### src/rtl/spi_msg_responder.sv
// SPI slave responder: plays back a host-writable word table or echoes the previous frame,
// and captures every received word into ping-pong banks. Includes the spiSlave shift core.

module spiSlave #(
  parameter int unsigned DATA_WDT = 8,
  parameter logic        CPOL     = 1'b1,
  parameter logic        CPHA     = 1'b1
) (
  input  logic                clk,
  input  logic                reset,
  input  logic                ssel,
  input  logic                sclk,
  input  logic                mosi,
  output logic                miso,
  output logic                spiStart,
  output logic                spiTxLoad,
  output logic                spiEnd,
  input  logic [DATA_WDT-1:0] spiTxData,
  output logic [DATA_WDT-1:0] spiRxData
);

  localparam int unsigned BW = $clog2(DATA_WDT);
  localparam logic [BW-1:0] LAST_BIT = BW'(DATA_WDT - 1);

  logic [2:0]          ssel_sync;
  logic [2:0]          sclk_sync;
  logic [1:0]          mosi_sync;
  logic [BW-1:0]       bit_cnt_q;
  logic [DATA_WDT-1:0] tx_sr_q;
  logic [DATA_WDT-2:0] rx_sr_q;
  logic [DATA_WDT-1:0] rxd_q;
  logic [1:0]          load_pend_q;
  logic                start_q;
  logic                end_q;

  logic                start_edge;
  logic                sclk_rise;
  logic                sclk_fall;
  logic                shift_edge;
  logic                samp_edge;
  logic [DATA_WDT-1:0] rx_next;

  always_comb begin
    start_edge = ssel_sync[2] & ~ssel_sync[1];
    sclk_rise  = sclk_sync[1] & ~sclk_sync[2];
    sclk_fall  = ~sclk_sync[1] & sclk_sync[2];
    // Leading edge leaves the idle level; CPHA picks which edge shifts and which samples.
    if (CPHA) begin
      shift_edge = (CPOL ? sclk_fall : sclk_rise) & ~ssel_sync[1];
      samp_edge  = (CPOL ? sclk_rise : sclk_fall) & ~ssel_sync[1];
    end else begin
      shift_edge = (CPOL ? sclk_rise : sclk_fall) & ~ssel_sync[1];
      samp_edge  = (CPOL ? sclk_fall : sclk_rise) & ~ssel_sync[1];
    end
    rx_next = {rx_sr_q, mosi_sync[1]};
  end

  always_ff @(posedge clk or posedge reset) begin
    if (reset) begin
      ssel_sync   <= 3'b111;
      sclk_sync   <= {3{CPOL}};
      mosi_sync   <= 2'b00;
      bit_cnt_q   <= '0;
      tx_sr_q     <= '0;
      rx_sr_q     <= '0;
      rxd_q       <= '0;
      load_pend_q <= 2'b00;
      start_q     <= 1'b0;
      end_q       <= 1'b0;
    end else begin
      ssel_sync   <= {ssel_sync[1:0], ssel};
      sclk_sync   <= {sclk_sync[1:0], sclk};
      mosi_sync   <= {mosi_sync[0], mosi};
      start_q     <= start_edge;
      end_q       <= 1'b0;
      // With CPHA=0 the first bit must be on miso before the first edge; the word
      // presented for spiStart is ready two cycles after the start edge.
      load_pend_q <= {load_pend_q[0], start_edge & ~CPHA};
      if (start_edge) begin
        bit_cnt_q <= '0;
      end else begin
        if (load_pend_q[1]) begin
          tx_sr_q <= spiTxData;
        end else if (shift_edge) begin
          tx_sr_q <= (bit_cnt_q == '0) ? spiTxData : {tx_sr_q[DATA_WDT-2:0], 1'b0};
        end
        if (samp_edge) begin
          rx_sr_q <= rx_next[DATA_WDT-2:0];
          if (bit_cnt_q == LAST_BIT) begin
            bit_cnt_q <= '0;
            end_q     <= 1'b1;
            rxd_q     <= rx_next;
          end else begin
            bit_cnt_q <= bit_cnt_q + 1'b1;
          end
        end
      end
    end
  end

  assign miso      = tx_sr_q[DATA_WDT-1];
  assign spiStart  = start_q;
  assign spiTxLoad = end_q;
  assign spiEnd    = end_q;
  assign spiRxData = rxd_q;

endmodule

module spi_msg_responder #(
  parameter int unsigned DATA_WDT = 8,
  parameter int unsigned DEPTH    = 4,
  parameter logic        CPOL     = 1'b1,
  parameter logic        CPHA     = 1'b1,
  parameter int unsigned AW       = $clog2(DEPTH)
) (
  input  logic                clk,
  input  logic                reset,
  input  logic                ssel,
  input  logic                sclk,
  input  logic                mosi,
  output logic                miso,
  input  logic                mode,
  input  logic                tbl_we,
  input  logic [AW-1:0]       tbl_addr,
  input  logic [DATA_WDT-1:0] tbl_wdata,
  input  logic                ovr_clr,
  output logic                rx_valid,
  output logic [DATA_WDT-1:0] rx_data,
  output logic [AW:0]         rx_index,
  output logic                busy,
  output logic                frame_done,
  output logic [AW:0]         frame_len,
  output logic                overrun
);

  localparam logic [AW:0]   DEPTH_C  = (AW+1)'(DEPTH);
  localparam logic [AW-1:0] LAST_PTR = AW'(DEPTH - 1);

  logic                spi_start;
  logic                spi_tx_load;
  logic                spi_end;
  logic [DATA_WDT-1:0] spi_rx_data;

  logic [DATA_WDT-1:0] tbl_q [DEPTH];
  logic [DATA_WDT-1:0] cap_q [2][DEPTH];
  logic                cap_sel_q;
  logic                ebank_q;
  logic                mode_q;
  logic [AW-1:0]       tx_ptr_q;
  logic [DATA_WDT-1:0] tx_data_q;
  logic [AW:0]         rx_cnt_q;
  logic                rx_valid_q;
  logic [DATA_WDT-1:0] rx_data_q;
  logic [AW:0]         rx_index_q;
  logic                overrun_q;
  logic [2:0]          ssel_sync;
  logic                frame_done_q;
  logic [AW:0]         frame_len_q;

  logic                frame_edge;
  logic                swap;
  logic                ebank_new;
  logic                ld_mode;
  logic                ld_bank;
  logic [AW-1:0]       ld_idx;
  logic [DATA_WDT-1:0] ld_word;
  logic [AW-1:0]       ptr_next;
  logic [AW:0]         cnt_base;
  logic                cnt_ok;
  logic                tbl_addr_ok;

  spiSlave #(
    .DATA_WDT (DATA_WDT),
    .CPOL     (CPOL),
    .CPHA     (CPHA)
  ) u_spi_slave (
    .clk       (clk),
    .reset     (reset),
    .ssel      (ssel),
    .sclk      (sclk),
    .mosi      (mosi),
    .miso      (miso),
    .spiStart  (spi_start),
    .spiTxLoad (spi_tx_load),
    .spiEnd    (spi_end),
    .spiTxData (tx_data_q),
    .spiRxData (spi_rx_data)
  );

  always_comb begin
    frame_edge = ssel_sync[1] & ~ssel_sync[2];
    swap       = frame_edge && (rx_cnt_q != '0);
    // A start coinciding with the swap already sees the freshly filled bank as echo source.
    ebank_new  = swap ? cap_sel_q : ~cap_sel_q;
    if (spi_start) begin
      ld_mode = mode;
      ld_bank = ebank_new;
      ld_idx  = '0;
    end else begin
      ld_mode = mode_q;
      ld_bank = ebank_q;
      ld_idx  = tx_ptr_q;
    end
    ld_word     = ld_mode ? cap_q[ld_bank][ld_idx] : tbl_q[ld_idx];
    ptr_next    = (ld_idx == LAST_PTR) ? '0 : ld_idx + 1'b1;
    cnt_base    = spi_start ? '0 : rx_cnt_q;
    cnt_ok      = cnt_base < DEPTH_C;
    tbl_addr_ok = {1'b0, tbl_addr} < DEPTH_C;
  end

  // Table: loads read the registered value, so a same-cycle write is seen by the next load.
  always_ff @(posedge clk or posedge reset) begin
    if (reset) begin
      for (int k = 0; k < DEPTH; k++) tbl_q[k] <= DATA_WDT'(k);
    end else if (tbl_we && tbl_addr_ok) begin
      tbl_q[tbl_addr] <= tbl_wdata;
    end
  end

  always_ff @(posedge clk or posedge reset) begin
    if (reset) begin
      tx_data_q <= '0;
      tx_ptr_q  <= '0;
      mode_q    <= 1'b0;
      ebank_q   <= 1'b1;
    end else if (spi_start) begin
      tx_data_q <= ld_word;
      tx_ptr_q  <= ptr_next;
      mode_q    <= mode;
      ebank_q   <= ebank_new;
    end else if (spi_tx_load) begin
      tx_data_q <= ld_word;
      tx_ptr_q  <= ptr_next;
    end
  end

  always_ff @(posedge clk or posedge reset) begin
    if (reset) begin
      for (int b = 0; b < 2; b++) begin
        for (int k = 0; k < DEPTH; k++) cap_q[b][k] <= '0;
      end
      rx_cnt_q   <= '0;
      rx_valid_q <= 1'b0;
      rx_data_q  <= '0;
      rx_index_q <= '0;
      overrun_q  <= 1'b0;
    end else begin
      rx_valid_q <= spi_end;
      if (spi_end) begin
        rx_data_q  <= spi_rx_data;
        rx_index_q <= cnt_base;
        if (cnt_ok) begin
          cap_q[cap_sel_q][cnt_base[AW-1:0]] <= spi_rx_data;
          rx_cnt_q <= cnt_base + 1'b1;
        end else begin
          rx_cnt_q <= cnt_base;
        end
      end else if (spi_start) begin
        rx_cnt_q <= '0;
      end
      if (spi_end && !cnt_ok) begin
        overrun_q <= 1'b1;
      end else if (ovr_clr) begin
        overrun_q <= 1'b0;
      end
    end
  end

  always_ff @(posedge clk or posedge reset) begin
    if (reset) begin
      ssel_sync    <= 3'b111;
      frame_done_q <= 1'b0;
      frame_len_q  <= '0;
      cap_sel_q    <= 1'b0;
    end else begin
      ssel_sync    <= {ssel_sync[1:0], ssel};
      frame_done_q <= frame_edge;
      if (frame_edge) begin
        frame_len_q <= rx_cnt_q;
      end
      // An empty frame keeps the previous echo content.
      if (swap) begin
        cap_sel_q <= ~cap_sel_q;
      end
    end
  end

  assign rx_valid   = rx_valid_q;
  assign rx_data    = rx_data_q;
  assign rx_index   = rx_index_q;
  assign busy       = ~ssel_sync[1];
  assign frame_done = frame_done_q;
  assign frame_len  = frame_len_q;
  assign overrun    = overrun_q;

endmodule

### config.mk
export PLATFORM = sky130hd
export DESIGN_NAME = spi_msg_responder
export DESIGN_NICKNAME = d
export VERILOG_FILES = /design/src/rtl/spi_msg_responder.sv
export SDC_FILE = /design/constraint.sdc
export NUM_CORES = 1
export LEC_CHECK = 0
export CORE_ASPECT_RATIO = 0.6
export CORE_UTILIZATION = 60
export CTS_BUF_LIST = sky130_fd_sc_hd__clkbuf_16
export CTS_CLUSTER_SIZE = 28
export DETAILED_ROUTE_END_ITERATION = 12
export HOLD_SLACK_MARGIN = 0.06
export PLACE_DENSITY = 0.78
export SKIP_CTS_REPAIR_TIMING = 1
export SKIP_LAST_GASP = 1
export SYNTH_ARGS = -nofsm -noshare
export SYNTH_HDL_FRONTEND = slang
export SYNTH_SLANG_ARGS = --single-unit
### constraint.sdc
create_clock -name clk -period 6.25 [get_ports clk]
set_input_delay 1.25 -clock clk [delete_from_list [all_inputs] [get_ports clk]]
set_output_delay 1.25 -clock clk [all_outputs]
set_load 0.02 [all_outputs]
==> impl_metrics.csv <==
group,metric,value,unit
worst_setup_path,worst_path_dominant_cell_family,"flip-flops",
hold_path,min_path_type,"reg -> reg",
pwr,clock_power_share,0.441,
place,place_congestion,0.8050,
cts,worst_setup_hold_path_clk_slew,0.06,ns
logic_synthesis,ys.flop_type,"sky130_fd_sc_hd__dfrtp_1",
global_route,grt_first_pass_wirelength,25.56,mm
worst_setup_path,critPathMaxStageDelay,0.66,ns
pwr,internal-power,1886,uW
global_route,first_global_vias,4708,
drt,post_drt_wl_per_cell,21.01,um
worst_setup_path,cp_data_arrival_time,1.71,ns
finish,layout.nets,599,
drt,detailroute.wirelength.met2,7.377,mm
die,core_region_area,0.01206,mm^2
timing,unrepaired_setup_endpoints_after_global_routing,"false",
drt,post_drt_via_cell_ratio,5.999,
timing,final-max-slew-violation-count,0,
logic_synthesis,synthDistinctLibCells,50,
logic_synthesis,net_count_after_synthesis,568,
logic_synthesis,synth_area,0.007442,mm^2
worst_setup_path,critical_path_peak_fanout,8,
cts,ctsHtreeMaxLevel,4,
pwr,power_density,291.5,mW/mm^2
cts,clkLatencyLatePin,0.42,ns
timing,layout_min_cycle_time,2.962,ns
pwr,switching_share,0.2389,
timing,maxSlewHeadroom,0.1654,
hold_path,startpoint_of_the_most_critical_hold_path,"u_spi_slave.ssel_sync[0]",
timing,period_share,0.4739,
worst_setup_path,worst_setup_path_startpoint,"ssel_sync[1]",
drt,number_of_drc_markers_after_the_initial_detailed_route_iteration,304,
pwr,static_leakage_power,0.004010,uW
finish,layout-area-overhead-vs-synth,14.22,%
run_status,run_status,"finished clean",
drt,dr.pass1.iters,5,
place,postPlaceCellArea,0.007884,mm^2
die,die_w,145.8,um
worst_setup_path,worst_path_max_delay_cell,"sky130_fd_sc_hd__dfstp_2",
worst_setup_path,path_class,"reg -> out",
timing,worstMarginPinSlew,1.249,ns
worst_setup_path,critical_path.n_buffers_inverters,2,
finish,layout_commonest_cell,"sky130_fd_sc_hd__dfrtp_1",
pwr,peakVddDrop,0.2117,mV
cts,cts.sink_count,165,
timing,setup_tns,0,ns
pwr,switching_power,592.0,uW
global_route,global_route.overflow_total,0,
drt,route.detailed.drc,0,
die,chipHeight,88.27,um
place,post-dp-hpwl,10.41,mm
drt,maxUsedRoutingLayer,"met4",
worst_setup_path,worstSetupEndpointType,"output pin",
drt,finalWirelength,15.80,mm
logic_synthesis,yosysWarnings,0,
finish,finish.instance_area,0.008501,mm^2
drt,met3_length,739,um
logic_synthesis,ys_ff_latch,165,
die,initial_utilization,0.6169,
cts,cts-root-buf,"sky130_fd_sc_hd__clkbuf_16",
finish,drive_gt1_frac,0.3424,
worst_setup_path,critPathRequiredTime,5.00,ns
logic_synthesis,fraction_of_registers_with_async_set_or_reset_after_synthesis,1.000,
place,placement.io_buffers,36,
die,core.rowCount,31,
timing,final.setup_skew,0.008057,ns
run,cap_violations,0,
cts,tritoncts,"done",
cts,cts_bufs_inserted,17,
worst_setup_path,critPathLaunchType,"flop",
finish,insertedDiodeCount,0,
pwr,power.share.sequential,0.485,
drt,postRouteAntennaNets,0,
logic_synthesis,netlist_instances,543,
global_route,gr-usage-all-layers,0.2653,
timing,max_clock_freq,337.6,MHz
timing,count_of_final_hold_check_violations,0,
worst_setup_path,critical_r2r_launch,"tx_ptr_q[0]",
global_route,antenna_violations_before_repair,0,
cts,max-clock-path-buffers,2,
timing,timing.final.setup_violations,0,
drt,wirelength_met1,7.501,mm
die,pin_count,37,
die,die_area,0.01287,mm^2
pwr,share_comb_of_total_power,0.074,
logic_synthesis,synthesis.area_per_instance,13.71,um^2
drt,dr_total_vias,4511,
finish,layout.cells.most_common_list,"sky130_fd_sc_hd__dfrtp_1, sky130_fd_sc_hd__mux2_2, sky130_fd_sc_hd__clkdlybuf4s50_1, sky130_fd_sc_hd__mux2_4",
worst_setup_path,path_cells,"inv_1 -> clkdlybuf4s50_1",
logic_synthesis,synth_seq_area_share,0.5567,
global_route,largest_net_degree_at_the_start_of_global_routing,116,
logic_synthesis,synth_enable_flop_cells,0,
==> cells in the mapped netlist, types with 4 or more instances <==
cell type,count,area share
sky130_fd_sc_hd__dfstp_2,11,0.039
sky130_fd_sc_hd__nand2_1,21,0.011
sky130_fd_sc_hd__a211oi_1,8,0.0081
sky130_fd_sc_hd__inv_1,15,0.0076
sky130_fd_sc_hd__nand2_8,4,0.011
sky130_fd_sc_hd__ha_1,7,0.012
sky130_fd_sc_hd__nor2_1,20,0.010
sky130_fd_sc_hd__a21oi_1,24,0.016
sky130_fd_sc_hd__nand3_2,4,0.0054
sky130_fd_sc_hd__mux2i_1,24,0.032
sky130_fd_sc_hd__a22oi_1,9,0.0091
sky130_fd_sc_hd__buf_2,10,0.0067
sky130_fd_sc_hd__dfrtp_1,154,0.52
sky130_fd_sc_hd__nor2b_1,14,0.012
sky130_fd_sc_hd__mux2_2,98,0.15
sky130_fd_sc_hd__o21ai_1,7,0.0047
sky130_fd_sc_hd__buf_1,8,0.0040
sky130_fd_sc_hd__clkbuf_1,4,0.0020
sky130_fd_sc_hd__mux2_4,32,0.065
sky130_fd_sc_hd__a221oi_1,14,0.016
sky130_fd_sc_hd__o21ai_0,16,0.011
==> cell type report <==
type / count / area [um^2]
sequential: 165 / 4143
fill: 790 / 3562
multi-input combinational: 335 / 3087
clock buffer: 17 / 425.4
timing repair buffer: 39 / 382.9
tap: 165 / 206.4
clock inverter: 15 / 191.4
inverter: 16 / 65.06
==> registers in the layout, indices dropped and copies added (netlist names), 2 cells and up <==
register and flops:
rx_index 3, ssel_sync 2, tx_ptr_q 2, u_spi_slave.rx_sr_q 7, u_spi_slave.tx_sr_q 8, cap_q 64
tx_data_q 8, u_spi_slave.mosi_sync 2, frame_len 3, u_spi_slave.bit_cnt_q 3, rx_data 8, u_spi_slave.spiRxData 8
tbl_q 32, u_spi_slave.sclk_sync 3, rx_cnt_q 3
==> kinds of logic (layout without fill, tap and decap cells) <==
logic type / count (synthesis) / after routing / synth area share
flops: 165 / 165 / 0.5567
mux: 156 / 156 / 0.2512
compound gates: 87 / 87 / 0.07566
simple gates: 82 / 82 / 0.07263
buf+inv: 43 / 87 / 0.02858
fa+ha+maj: 7 / 7 / 0.01177
xor+xnor: 3 / 3 / 0.003531
==> power by group through the flow <==
stage / Sequential [uW] / Combinational (uW) / Clock [uW]
floorplan: 1200 / 135 / 0
global placement: 1210 / 175 / 0
detailed placement: 1220 / 184 / 0
CTS: 1200 / 187 / 1100
global route: 1210 / 204 / 1150
finish: 1200 / 184 / 1090
==> worst reg2reg max path: stages, from the launching register on <==
cell,delay [ns]
sky130_fd_sc_hd__dfrtp_1,0.88
sky130_fd_sc_hd__nand2b_1,0.85
sky130_fd_sc_hd__mux2i_1,0.37
sky130_fd_sc_hd__a21oi_1,0.11
sky130_fd_sc_hd__a22oi_1,0.23
sky130_fd_sc_hd__o221ai_1,0.19
==> final timing paths <==
| path | to | slack, ns | cells past startpoint |
|---|---|---|---|
| setup / recovery | busy | 3.29 | 2 |
| hold / removal | ssel_sync[1] | 0.36 | 0 |
| setup reg to reg | tx_data_q[7] | 3.48 | 5 |
| hold reg to reg | ssel_sync[1] | 0.36 | 0 |
| max in group asynchronous | cap_q[48] | 3.60 | 3 |
| min in group asynchronous | tbl_q[2] | 1.45 | 2 |
==> through the flow <==
stage                     hold slack [ns]  utilization  instances  setup WS [ns]  power (uW)
final                              0.3560       0.7047        752          3.288        2478
after CTS                          0.3568       0.7047        752          3.280        2493
after floorplan                    0.3312            -        543         0.5565        1339
after global routing               0.3603       0.7047        752          3.233        2562
after global placement             0.3312       0.6536        720          3.122        1389
after detailed placement           0.3393       0.6536        720          3.081        1403
==> metal layers <==
metal	GRT usage	vias up
met5	0	-
met4	0.08421	0
met3	0.05412	20
met2	0.4211	106
met1	0.3747	2365
li1	-	2020
(Power assumes the default switching activity.)
==> RTL edit, RTL diff (same flow settings) <==
`CPOL` is set to 1'b1 in 2 places; all go to 1'b0.
--- a/src/rtl/spi_msg_responder.sv
+++ b/src/rtl/spi_msg_responder.sv
@@ -3,7 +3,7 @@
 
 module spiSlave #(
   parameter int unsigned DATA_WDT = 8,
-  parameter logic        CPOL     = 1'b1,
+  parameter logic        CPOL     = 1'b0,
   parameter logic        CPHA     = 1'b1
 ) (
   input  logic                clk,
@@ -109,7 +109,7 @@
 module spi_msg_responder #(
   parameter int unsigned DATA_WDT = 8,
   parameter int unsigned DEPTH    = 4,
-  parameter logic        CPOL     = 1'b1,
+  parameter logic        CPOL     = 1'b0,
   parameter logic        CPHA     = 1'b1,
   parameter int unsigned AW       = $clog2(DEPTH)
 ) (
Behaviour: not the same (a bounded check fails within 10 cycles, from zero or initial values and one cycle with reset high).
==> RTL edit against the original RTL <==
Design area about the same; area after synthesis about the same; final cell count unchanged; sequential cell count unchanged; worst hold slack worse by 0.0057 ns; power down 0.20%; clock power about the same; worst setup slack better by 0.0058 ns; wire length down 0.96%; critical path type unchanged.
==> RTL edit: results (changes against the original RTL) <==
qor: run_status.outcome completed [unchanged]
qor: yosys.syn_avg_cell_area 13.7 um^2 [about the same]
qor: placed_design.worst_setup_slack_post_dpl 3.08 ns [about the same]
qor: layout.final_core_util 70.4% [was 70.5%]
qor: routing.routed-wl-met3 771 um [was 739 um]
qor: routing.met2RoutedLength 7040 um [was 7380 um]
qor: routing.vias 4552 [was 4511]
qor: grt.grt.total_usage 26.8% [was 26.5%]
qor: hold_path.min-delay-start u_spi_slave.sclk_sync[0]$_DFF_PP0_ [was u_spi_slave.ssel_sync[0]$_DFF_PP1_]
qor: placed_design.gp_congestion 0.834 [was 0.805]
qor: clocking.cts.path.max_buffers 2 [unchanged]
qor: worst_setup_path.worst-path-max-fanout 8 [unchanged]
qor: routing.wirelength_met1 7540 um [was 7500 um]
qor: power_and_ir_drop.vdd_drop_max 0.207 mV [was 0.212 mV]
qor: yosys.async_flop_share 100% [unchanged]
qor: grt.use_met2 40.4% [was 42.1%]
qor: timing.clock_skew 0.00801 ns [was 0.00806 ns]
qor: power_and_ir_drop.power.leakage 4.01 nW [about the same]
qor: routing.dr.first_iter.drc_count 457 [was 304]
qor: power_and_ir_drop.pwr-share-clk 44.1% [about the same]
qor: routing.detail_route.wl_per_cell 20.8 um [was 21.0 um]
qor: layout.ratio_of_cells_with_drive_above_1_in_the_final_layout 33.6% [was 34.2%]
qor: placed_design.placed_cell_area 7880 um^2 [about the same]
qor: yosys.post_synth_most_frequent_cells sky130_fd_sc_hd__dfrtp_1, sky130_fd_sc_hd__mux2_2, sky130_fd_sc_hd__mux2_4, sky130_fd_sc_hd__a21oi_1, sky130_fd_sc_hd__mux2i_1 [unchanged]
qor: routing.drt-total-wl 15600 um [was 15800 um]
qor: yosys.synth_sequential_area_ratio 55.6% [was 55.7%]
qor: yosys.top_cells_by_area_in_the_synthesized_netlist sky130_fd_sc_hd__dfrtp_1, sky130_fd_sc_hd__mux2_2, sky130_fd_sc_hd__mux2_4, sky130_fd_sc_hd__mux2i_1, sky130_fd_sc_hd__dfstp_2 [was sky130_fd_sc_hd__dfrtp_1, sky130_fd_sc_hd__mux2_2, sky130_fd_sc_hd__mux2_4, sky130_fd_sc_hd__dfstp_2, sky130_fd_sc_hd__mux2i_1]
qor: worst_setup_path.crit_start ssel_sync[1]$_DFF_PP1_ [unchanged]
qor: grt.grt_use_met1 39.2% [was 37.5%]
qor: timing.tightest_slew 1.33 ns [was 1.25 ns]
qor: grt.groute.layer.met3.usage 4.54% [was 5.41%]
qor: layout.num-fill-cells 812 [was 790]
qor: grt.grt_pass1_wl 25700 um [was 25600 um]
qor: yosys.yosys_warnings 0 [unchanged]
qor: grt.largest_net_degree_at_the_start_of_global_routing 121 [was 116]
qor: power_and_ir_drop.power.net_switching 590 uW [was 592 uW]
qor: placed_design.hpwlAfterDp 10500 um [was 10400 um]
==> RTL edit: changes by cell type after synthesis <==
cell,delta
sky130_fd_sc_hd__dfstp_2,-3
sky130_fd_sc_hd__dfrtp_1,+3
==> RTL edit: final timing paths <==
path / end / slack [ns] / depth (start not counted)
worst max-delay path: busy / 3.29 / 2
worst min-delay path: u_spi_slave.sclk_sync[1]$_DFF_PP0_ / 0.35 / 0
worst max register to register: tx_data_q[7]$_DFFE_PP0P_ / 3.51 / 5
worst min register to register: u_spi_slave.sclk_sync[1]$_DFF_PP0_ / 0.35 / 0
max in group asynchronous: cap_q[56]$_DFFE_PP0P_ / 3.58 / 3
min in group asynchronous: tbl_q[10]$_DFFE_PP0P_ / 1.40 / 2
==> RTL edit: layout make-up <==
| type | instances | area share, % |
|---|---|---|
| multi-input combinational | 335 | 36.3 |
| tap | 165 | 2.43 |
| timing repair buffer | 39 | 4.51 |
| sequential | 165 | 48.7 |
| clock buffer | 17 | 5.01 |
| inverter | 16 | 0.766 |
| clock inverter | 15 | 2.25 |
==> RTL edit: cell families (layout without fill, tap and decap cells) <==
kind of cell               count (synthesis)  count (layout)  synth area share, %
xor gates and xnor gates                   3               3                0.353
and+or+nand+nor                           82              82                 7.27
AOI/OAI and AO/OA                         87              87                 7.57
adders and majority gates                  7               7                 1.18
buffers and inverters                     43              87                 2.86
muxes                                    156             156                 25.1
DFF                                      165             165                 55.6
==> RTL edit: worst register-to-register path, cell delays in order, from the launching register on <==
cell and delay [ns]:
sky130_fd_sc_hd__dfrtp_1 0.85, sky130_fd_sc_hd__nand2b_1 0.85, sky130_fd_sc_hd__mux2i_1 0.38, sky130_fd_sc_hd__a21oi_1 0.11, sky130_fd_sc_hd__a22oi_1 0.23, sky130_fd_sc_hd__o221ai_1 0.18
